==> src/rtl/walk_ctrl_pkg.sv <==
`default_nettype none
// ============================================================================
// Module      : walk_ctrl_pkg
// Description : Shared definitions for the overworld walk controller:
//               arrow scan codes, facing encodings, FSM state type, tile
//               struct, collision map rows, and small helper functions.
// Revision    : 1.0 - initial release
// ============================================================================
package walk_ctrl_pkg;

  // Pixels per tile edge; walk_off counts up toward this value.
  localparam int TILE_PX = 32;

  // Extended-set keyboard scan codes for the arrow keys.
  localparam logic [7:0] KEY_UP    = 8'h75;
  localparam logic [7:0] KEY_DOWN  = 8'h72;
  localparam logic [7:0] KEY_LEFT  = 8'h6B;
  localparam logic [7:0] KEY_RIGHT = 8'h74;

  typedef enum logic [1:0] {
    FACE_FORWARD  = 2'b00,
    FACE_BACKWARD = 2'b01,
    FACE_LEFT     = 2'b10,
    FACE_RIGHT    = 2'b11
  } facing_t;

  typedef enum logic [0:0] {
    ST_IDLE = 1'b0,
    ST_WALK = 1'b1
  } walk_state_t;

  typedef struct packed {
    logic [2:0] x;
    logic [2:0] y;
  } tile_t;

  // Map rows, bit 0 = leftmost column. The map is framed by a border so the
  // 8x8 playfield lives at rows/cols 1..8.
  localparam logic [9:0] MAP_ROW_BORDER = 10'b11_1111_1111;
  localparam logic [9:0] MAP_ROW_TOP    = 10'b10_0000_0011;
  localparam logic [9:0] MAP_ROW_PILLAR = 10'b10_0011_0001;
  localparam logic [9:0] MAP_ROW_OPEN   = 10'b10_0000_0001;

  function automatic logic [9:0] map_row(input logic [3:0] r);
    logic [9:0] bits;
    case (r)
      4'd2:                   bits = MAP_ROW_TOP;
      4'd3, 4'd4, 4'd5, 4'd6: bits = MAP_ROW_PILLAR;
      4'd7, 4'd8:             bits = MAP_ROW_OPEN;
      default:                bits = MAP_ROW_BORDER;
    endcase
    return bits;
  endfunction

  function automatic logic is_arrow(input logic [7:0] code);
    return (code == KEY_UP) || (code == KEY_DOWN) ||
           (code == KEY_LEFT) || (code == KEY_RIGHT);
  endfunction

  // UP walks away from the viewer, hence BACKWARD.
  function automatic facing_t arrow_dir(input logic [7:0] code);
    facing_t d;
    case (code)
      KEY_UP:    d = FACE_BACKWARD;
      KEY_LEFT:  d = FACE_LEFT;
      KEY_RIGHT: d = FACE_RIGHT;
      default:   d = FACE_FORWARD;
    endcase
    return d;
  endfunction

  // Neighbour tile in direction d. Only used when the neighbour is free, so
  // the 3-bit wrap at the edges never reaches a register.
  function automatic tile_t step_tile(input tile_t t, input facing_t d);
    tile_t n;
    n = t;
    case (d)
      FACE_FORWARD:  n.y = t.y + 3'd1;
      FACE_BACKWARD: n.y = t.y - 3'd1;
      FACE_LEFT:     n.x = t.x - 3'd1;
      FACE_RIGHT:    n.x = t.x + 3'd1;
    endcase
    return n;
  endfunction

endpackage
`default_nettype wire

==> src/rtl/walk_ctrl_collision_map.sv <==
`default_nettype none
// ============================================================================
// Module      : walk_ctrl_collision_map
// Description : Combinational lookup: is the tile next to (x,y) in direction
//               dir blocked on the fixed 10x10 collision map?
// Ports       : x, y    in  3  current tile
//               dir     in  2  direction of the intended step
//               blocked out 1  target tile is a wall or border
// Revision    : 1.0 - initial release
// ============================================================================
module walk_ctrl_collision_map
  import walk_ctrl_pkg::*;
(
  input  logic [2:0] x,
  input  logic [2:0] y,
  input  facing_t    dir,
  output logic       blocked
);

  logic [3:0] col;
  logic [3:0] row;
  logic [9:0] row_bits;

  // Map indices are tile+1 (border offset); a step left from x=0 lands on
  // column 0, which is border and therefore blocked.
  always_comb begin
    col = {1'b0, x} + 4'd1;
    row = {1'b0, y} + 4'd1;
    case (dir)
      FACE_LEFT:     col = {1'b0, x};
      FACE_RIGHT:    col = {1'b0, x} + 4'd2;
      FACE_BACKWARD: row = {1'b0, y};
      FACE_FORWARD:  row = {1'b0, y} + 4'd2;
    endcase
    row_bits = map_row(row);
    blocked  = (col > 4'd9) ? 1'b1 : row_bits[col];
  end

endmodule
`default_nettype wire

==> src/rtl/walk_ctrl.sv <==
`default_nettype none
// ============================================================================
// Module      : walk_ctrl
// Description : Protagonist movement sequencer for the CEL overworld. Decodes
//               arrow keys, checks collision, and steps the tile position
//               with frame-paced pixel animation.
// Config      : WALK_ANIM_EN - when defined, steps are animated over
//               STEP_FRAMES frames with a one-entry pending key buffer. When
//               undefined, a free step commits on the next clock edge.
// Ports       : clock, reset (async, active-low)
//               enable, force_home, kb_data_avail, kb_data[7:0], screen_tick
//               prof_tx[2:0], prof_ty[2:0]  professor tile
//               protag_x/y[2:0], facing[1:0], walk_off[4:0], moving,
//               at_prof, at_comp
// Revision    : 1.0 - initial release
// ============================================================================
module walk_ctrl
  import walk_ctrl_pkg::*;
#(
  parameter int STEP_FRAMES = 8,
  parameter int HOME_X      = 3,
  parameter int HOME_Y      = 7
) (
  input  logic       clock,
  input  logic       reset,
  input  logic       enable,
  input  logic       force_home,
  input  logic       kb_data_avail,
  input  logic [7:0] kb_data,
  input  logic       screen_tick,
  input  logic [2:0] prof_tx,
  input  logic [2:0] prof_ty,
  output logic [2:0] protag_x,
  output logic [2:0] protag_y,
  output logic [1:0] facing,
  output logic [4:0] walk_off,
  output logic       moving,
  output logic       at_prof,
  output logic       at_comp
);

  localparam logic [5:0] STEP_INC  = 6'(TILE_PX / STEP_FRAMES);
  localparam tile_t      HOME_TILE = '{x: 3'(HOME_X), y: 3'(HOME_Y)};

  tile_t   r_pos;
  facing_t r_facing;

  logic    w_key_valid;
  facing_t w_key_dir;
  logic    w_req_valid;
  facing_t w_req_dir;
  logic    w_req_blocked;
  tile_t   w_req_target;

  assign w_key_valid  = kb_data_avail & enable & is_arrow(kb_data);
  assign w_key_dir    = arrow_dir(kb_data);
  assign w_req_target = step_tile(r_pos, w_req_dir);

  walk_ctrl_collision_map u_collision_map (
    .x       (r_pos.x),
    .y       (r_pos.y),
    .dir     (w_req_dir),
    .blocked (w_req_blocked)
  );

`ifdef WALK_ANIM_EN

  walk_state_t r_state;
  logic        r_pend_valid;
  facing_t     r_pend_dir;
  tile_t       r_target;
  logic [4:0]  r_walk_off;
  logic        r_moving;
  logic [5:0]  w_off_sum;

  // In IDLE a live key wins over the buffered one (newest input, same as the
  // overwrite rule while walking); the buffer is dropped either way.
  assign w_req_valid = (r_state == ST_IDLE) & (w_key_valid | (r_pend_valid & enable));
  assign w_req_dir   = w_key_valid ? w_key_dir : r_pend_dir;
  assign w_off_sum   = {1'b0, r_walk_off} + STEP_INC;

  always_ff @(posedge clock or negedge reset) begin
    if (!reset) begin
      r_state      <= ST_IDLE;
      r_pos        <= HOME_TILE;
      r_facing     <= FACE_FORWARD;
      r_target     <= HOME_TILE;
      r_walk_off   <= 5'd0;
      r_moving     <= 1'b0;
      r_pend_valid <= 1'b0;
      r_pend_dir   <= FACE_FORWARD;
    end else if (force_home) begin
      r_state      <= ST_IDLE;
      r_pos        <= HOME_TILE;
      r_facing     <= FACE_BACKWARD;
      r_walk_off   <= 5'd0;
      r_moving     <= 1'b0;
      r_pend_valid <= 1'b0;
    end else begin
      case (r_state)
        ST_IDLE: begin
          r_pend_valid <= 1'b0;
          if (w_req_valid) begin
            r_facing <= w_req_dir;
            if (!w_req_blocked) begin
              r_target <= w_req_target;
              r_state  <= ST_WALK;
              r_moving <= 1'b1;
            end
          end
        end
        ST_WALK: begin
          if (!enable) begin
            r_state      <= ST_IDLE;
            r_walk_off   <= 5'd0;
            r_moving     <= 1'b0;
            r_pend_valid <= 1'b0;
          end else begin
            if (w_key_valid) begin
              r_pend_valid <= 1'b1;
              r_pend_dir   <= w_key_dir;
            end
            if (screen_tick) begin
              if (w_off_sum[5]) begin
                r_pos      <= r_target;
                r_walk_off <= 5'd0;
                r_moving   <= 1'b0;
                r_state    <= ST_IDLE;
              end else begin
                r_walk_off <= w_off_sum[4:0];
              end
            end
          end
        end
        default: r_state <= ST_IDLE;
      endcase
    end
  end

  assign walk_off = r_walk_off;
  assign moving   = r_moving;

`else

  assign w_req_valid = w_key_valid;
  assign w_req_dir   = w_key_dir;

  always_ff @(posedge clock or negedge reset) begin
    if (!reset) begin
      r_pos    <= HOME_TILE;
      r_facing <= FACE_FORWARD;
    end else if (force_home) begin
      r_pos    <= HOME_TILE;
      r_facing <= FACE_BACKWARD;
    end else if (w_req_valid) begin
      r_facing <= w_req_dir;
      if (!w_req_blocked) begin
        r_pos <= w_req_target;
      end
    end
  end

  assign walk_off = 5'd0;
  assign moving   = 1'b0;

  // Frame pacing has no role without animation.
  logic unused_sink;
  assign unused_sink = ^{screen_tick, STEP_INC};

`endif

  assign protag_x = r_pos.x;
  assign protag_y = r_pos.y;
  assign facing   = r_facing;
  assign at_prof  = (r_pos.x == prof_tx) && (r_pos.y == prof_ty);
  assign at_comp  = (r_pos.x == 3'd0) && (r_pos.y == 3'd2) &&
                    (r_facing == FACE_BACKWARD) && !moving;

endmodule
`default_nettype wire

==> config.mk <==
export PLATFORM = sky130hd
export DESIGN_NAME = walk_ctrl
export DESIGN_NICKNAME = d
export VERILOG_FILES = /design/src/rtl/walk_ctrl_pkg.sv /design/src/rtl/walk_ctrl_collision_map.sv /design/src/rtl/walk_ctrl.sv
export SDC_FILE = /design/constraint.sdc
export NUM_CORES = 1
export LEC_CHECK = 0
export BUFFER_PORTS_ARGS = -buffer_cell sky130_fd_sc_hd__buf_2
export CORE_AREA = 2 2 53 65
export CTS_BUF_LIST = sky130_fd_sc_hd__clkbuf_4 sky130_fd_sc_hd__clkbuf_8
export CTS_CLUSTER_SIZE = 8
export DETAILED_ROUTE_END_ITERATION = 8
export DIE_AREA = 0 0 55 67
export PLACE_DENSITY = 0.65
export SYNTH_ARGS = -nofsm -noshare
export SYNTH_HDL_FRONTEND = slang
export SYNTH_SLANG_ARGS = --single-unit
==> constraint.sdc <==
create_clock -name clock -period 2.6 [get_ports clock]
set_input_delay 0.52 -clock clock [delete_from_list [all_inputs] [get_ports clock]]
set_output_delay 0.52 -clock clock [all_outputs]
set_load 0.01 [all_outputs]
After elaboration in Yosys (flattened, before gate mapping)
Index checks and enable logic that the tools add are counted.
{ "totals": {"regBits": 8, "latch_bits": 0, "ram_bits": 0, "mem_bits_ro": 0, "output_inout_bits": 16, "wordCells": 63, "mem_count": 0} }
{ "op_classes": {"add_sub_neg": 8, "mul": 0, "div_mod_pow": 0, "n_lt_le_gt_ge": 2, "eq_ne": 19, "n_shift": 0, "mux": 14, "bitwise": 2, "n_reduce_logical": 15} }
{ "op_table": {"columns": ["op", "count"], "rows": [
  ["$eq 8x7->1 const B", 4],
  ["$pmux 9 s3", 1],
  ["$mux 6", 3],
  ["$eq 4x3->1 const B", 4],
  ["$pmux 4 s2", 2],
  ["$pmux 3 s2", 2],
  ["$add 3x1->4 const B", 2],
  ["$add 3x2->4 const B", 2],
  ["$eq 4x2->1 const B", 2],
  ["$add 3x1->3 const B", 2],
  ["$eq 3x3->1", 2],
  ["$pmux 2 s3", 1],
  ["$reduce_and 3->1", 2],
  ["$reduce_bool 3->1", 2],
  ["$sub 3x1->3 const B", 2],
  ["$lt 4x5->1 const B", 1],
  ["$bmux 1 s4", 1],
  ["$eq 2x1->1 const B", 2],
  ["$eq 2x2->1 const B", 2],
  ["$eq 4x4->1 const B", 1],
  ["$gt 4x4->1 const B", 1],
  ["$mux 2", 2],
  ["$reduce_or 4->1", 1],
  ["$eq 3x2->1 const B", 1],
  ["9 further kinds", 15]
]} }

Longest topological paths before layout
{ "depth": {"word_depth": 13, "depth_mapped": 10, "depth_no_buf": 9} }

Hierarchy
From an unflattened synthesis, not the netlist that was laid out.
{ "unflattened": {"cells_unflattened": 130, "hier_area_um2": 1091.0} }
{ "by_module_without_submodules": {"columns": ["mod", "n_inst", "cells_per_inst", "area_per_inst_um2"], "rows": [
  ["walk_ctrl", 1, 73, 663.1],
  ["walk_ctrl_collision_map", 1, 57, 427.9]
]} }

Least setup slack after synthesis
OpenSTA, ideal clock, no wires.
{ "synth_path": {"path_kind": "input-to-reg", "startpoint": "input kb_data[3]", "endpoint": "register r_pos, in the netlist protag_x[2]", "setup_ns": 0.128, "arrival_time_ns": 2.828, "slack_ns": -0.356, "stages": 10, "path_buffers": 1, "path_cell_list": "and4bb_1 > buf_4 > and3_1 > ha_1 > or3_1 > mux2i_1 > a2111oi_1 > or3_4 > nor4_2 > mux2_1"} }
{ "synth_between": {"elab_chain_len": 12, "elab_cells_between_ends": 37} }
{ "synth_lines": {"columns": ["item", "line_no", "rtl"], "rows": [
  ["start, declared", "walk_ctrl.sv:29", "input logic [7:0] kb_data,"],
  ["$eq 8x7->1, on equally long branches", "walk_ctrl_pkg.sv:57, walk_ctrl_pkg.sv:63, walk_ctrl_pkg.sv:56", null],
  ["$pmux 2 s3", "walk_ctrl_pkg.sv:63", "case (code)"],
  ["$eq 2x1->1 or $logic_not 2->1 (tied branches)", "walk_ctrl_collision_map.sv:29", "case (dir)"],
  ["$pmux 4 s2", "walk_ctrl_collision_map.sv:29", null],
  ["$eq 4x2->1 (tied with other cells)", "walk_ctrl_pkg.sv:46", "case (r)"],
  ["$reduce_or 4->1 or $reduce_or 2->1 (tied branches)", "walk_ctrl_pkg.sv:46", null],
  ["$pmux 9 s3", "walk_ctrl_pkg.sv:46", null],
  ["$bmux 1 s4", "walk_ctrl_collision_map.sv:36", "blocked = (col > 4'd9) ? 1'b1 : row_bits[col];"],
  ["$mux 1 (not written as such)", "walk_ctrl_collision_map.sv:36", null],
  ["$mux 1", "walk_ctrl_collision_map.sv:36", null],
  ["$ne 2x2->1 (no line)", null, null],
  ["$reduce_and 3->1 (no line)", null, null],
  ["end signal, assigned", "walk_ctrl.sv:158", "r_pos <= w_req_target;"],
  ["end, declared", "walk_ctrl.sv:45", "tile_t r_pos;"]
]} }
Several ways; a longest one is shown, not always the timed one. The select of a mux whose other input is x is not followed.
A chain may end at the register's enable or synchronous reset.

Final worst setup path
{ "layout_path": {"startpoint": "input kb_data[4]", "endpoint": "register r_pos, in the netlist protag_x[2]"} }
Same word-level chain as after synthesis.

==> impl_results.md <==
- Outcome: finished, final reports clean
- Commonest cells after routing, fill and taps aside: buf_4 (40), buf_2 (26), nor2_1 (14)
- TritonRoute pass-1 iters: 4
- Clk sink count: 8
- Worst r2r path cells: 9
- Critical Path Fanout Max: 6
- Count of cell types in the netlist: 52
- Min Tclk post-route: 2.59 ns
- Synth area leaders: dfstp_2 (11%), ha_1 (7.3%), dfrtp_1 (6.3%)
- Clock tree buffer depth: 2
- Leakage: 0.752 nW
- Hold-fix buffers at CTS: 0
- Crit. End Element: flop
- CP required: 2.74 ns
- Worst skew pair latency: 0.25 ns
- Maximum clock rate: 0.387 GHz
- DRT Wirelength: 3.58 mm
- Most common cell after layout, fill and taps aside: buf_4
- Post-synthesis cell count: 153
- Clock slew at reported path FFs: about 0.060 ns
- First-pass GRT wire length: 5.64 mm
- Vias in the first global route: 1399
- Non-filler cells, final: around 250
- Pwr/cell area: 177 nW/um^2
- Die Wd: between 50 and 60 um
- Worst Hold Class: in -> async
- Vias post-DR: 1379
- Period utilization: 99.5%
- Placer Congestion: around 0.83
- # port buffers: 28
- Post-synthesis sequential area ratio: around 17%
- Post-Syn Area: 1190 sq um
- Hold Worst Slack: 0.0974 ns
- Worst setup SP type: primary input
- DIE HEIGHT: 67 um
- Max-cap viol count: 0
- CP Class: in -> reg
- Reg2Reg Capture Point: protag_x[2]
- Maximum vdd drop: 0.159 mV
- Critical Path Source: kb_data[4]
- Antenna Cells: 0
- Cts bufs inserted: 3
- Post-DP HPWL: 2.76 mm
- Antenna viol nets, final: 0
- Core Area: 3030 sq um
- Top FF cell, synth: dfstp_2
- Pins Over Slew Limit: 0
- Die ar.: ~3700 sq um
- Reg-to-Reg Start: protag_y[0]
- GRT overflow: 0
- Final worst slack: between 0.01 and 0.015 ns
- Drt via density: 5.49
- Area Growth Syn to Fin: 50.9%
- Pre-CTS setup slack: -0.348 ns
- 1st-iter DRT viols: 39
- Fillers: 290
- Ys Warns: 0
- Drc violations: 0
- Clock tree from TritonCTS: done
- Final hold viol count: 0
- Dominant cell type by area after synthesis: dfstp_2
- Antenna violations before repair: 0
- Top-Level Pins: 36
- Routed WL per cell: between 10 and 15 um
- Clk root buf: clkbuf_4
- Max Clock Skew: 0.00528 ns
- Reg2Reg Setup Slack: 0.05 ns
- Overall routing resource usage: 20.6%
- Largest net degree at the start of global routing: 12
- H-tree depth: 1
- Dpl cells: around 240
- Crit path DAT: 2.73 ns
- Starting Density: 39.5%
- Endpoints failing setup: 0
- Post-synth top area share: 11.0%
- Layout cells sized above 1: between 40% and 50%
- #FFs+latches synth: 8
- Unrepaired setup endpoints after global routing: yes
- Nets: 245
- Rows: 22
- Syn Area/Cell: 7.81 sq um
- Number of synthesized flops with an enable pin: 0
- Ys async rst share: 100%
## layout make-up
type | instances | area (sq um) | area share, %
multi-input combinational | 131 | 1060 | 58.8
sequential | 8 | 206 | 11.5
clock buffer | 4 | 30.0 | 1.67
timing repair buffer | 67 | 442 | 24.5
tap | 36 | 45.0 | 2.50
inverter | 5 | 18.8 | 1.04
## cells by family after synthesis
kind of cell             Yosys count  synth area share [%]
AO/OA/AOI/OAI                     38                  21.2
XOR/XNOR                          10                  7.33
adder cells (fa/ha/maj)            9                  10.7
buffers and inverters             19                  8.27
flip-flops                         8                  17.3
multiplexers                       5                  4.29
other                              1                 0.314
AND/OR/NAND/NOR                   63                  30.7
## per-stage QoR
stage | setup TNS [ns] | utilization (%) | power [W] | cell area, sq um
after floorplan | -0.340 | - | 0.000169 | 1240
after global placement | -1.26 | 53.2 | 0.000195 | 1610
after detailed placement | -1.50 | 53.2 | 0.000199 | 1610
after CTS | 0 | 56.9 | 0.000319 | 1720
after global routing | -0.0710 | 59.5 | 0.000338 | 1800
final | 0 | 59.5 | 0.000319 | 1800
## layer usage
metal  up-vias  track usage (%)  part of all wire [%]
li1        676                -                     -
met1       656             21.5                    39
met2        41             40.5                    55
met3         6             1.12                   4.4
met4         0             7.62                   1.4
met5         -                0                     0
## Yosys cell counts, types with 2 or more instances
library cell	instances
nor2b_1	2
a22oi_1	2
a2bb2oi_1	2
mux2i_1	4
nor3b_1	2
dfstp_2	5
o31ai_1	2
buf_4	7
o221ai_1	2
nor3_1	4
dfrtp_1	3
nor2_1	16
nand4_1	3
o21ai_0	6
nand2_1	9
and3_1	3
a31oi_1	3
nor4_2	2
nand3_1	7
xor2_1	3
fa_1	2
ha_1	7
nor4_1	2
xnor2_1	7
nand4bb_1	2
inv_1	5
a21oi_1	9
clkbuf_1	5
o21ai_1	3
or3_1	2
## registers in the layout, summed over array words and instances, names as in the netlist
register / count
protag_x: 3
protag_y: 3
facing: 2
## what timing repair did
action / 4_1_cts / 5_1_grt
gates resized for setup: 13 / 14
setup endpoints to repair: 2 / 6
pin swaps: 4 / 6
buffers inserted: 2 / 1
## power by group
| group | total [W] | switching (W) | internal [W] |
|---|---|---|---|
| registers | 0.000125 | 0.0000000436 | 0.000125 |
| logic | 0.0000802 | 0.0000406 | 0.0000396 |
| clock network | 0.000114 | 0.0000445 | 0.0000693 |
| total | 0.000319 | 0.0000852 | 0.000234 |
## critical path, cell delays in order
cell and delay [ns]:
buf_4 0.14, and4bb_2 0.25, and3_4 0.19, ha_4 0.15, or3_4 0.35, mux2i_4 0.21
a2111oi_4 0.07, or3_4 0.38, nor4_4 0.16, mux2_4 0.32
## how the worst max path moves through the flow
| stage | endpoint | slack [ns] | cells past startpoint |
|---|---|---|---|
| after floorplan | protag_x[2] | -0.21 | 10 |
| after global placement | protag_x[2] | -0.32 | 10 |
| after detailed placement | protag_x[2] | -0.35 | 10 |
| after CTS | protag_x[2] | 0.0006 | 9 |
| after global routing | protag_x[2] | -0.03 | 10 |
| final | protag_x[2] | 0.01 | 10 |
Power figures use the tool's default switching activity.
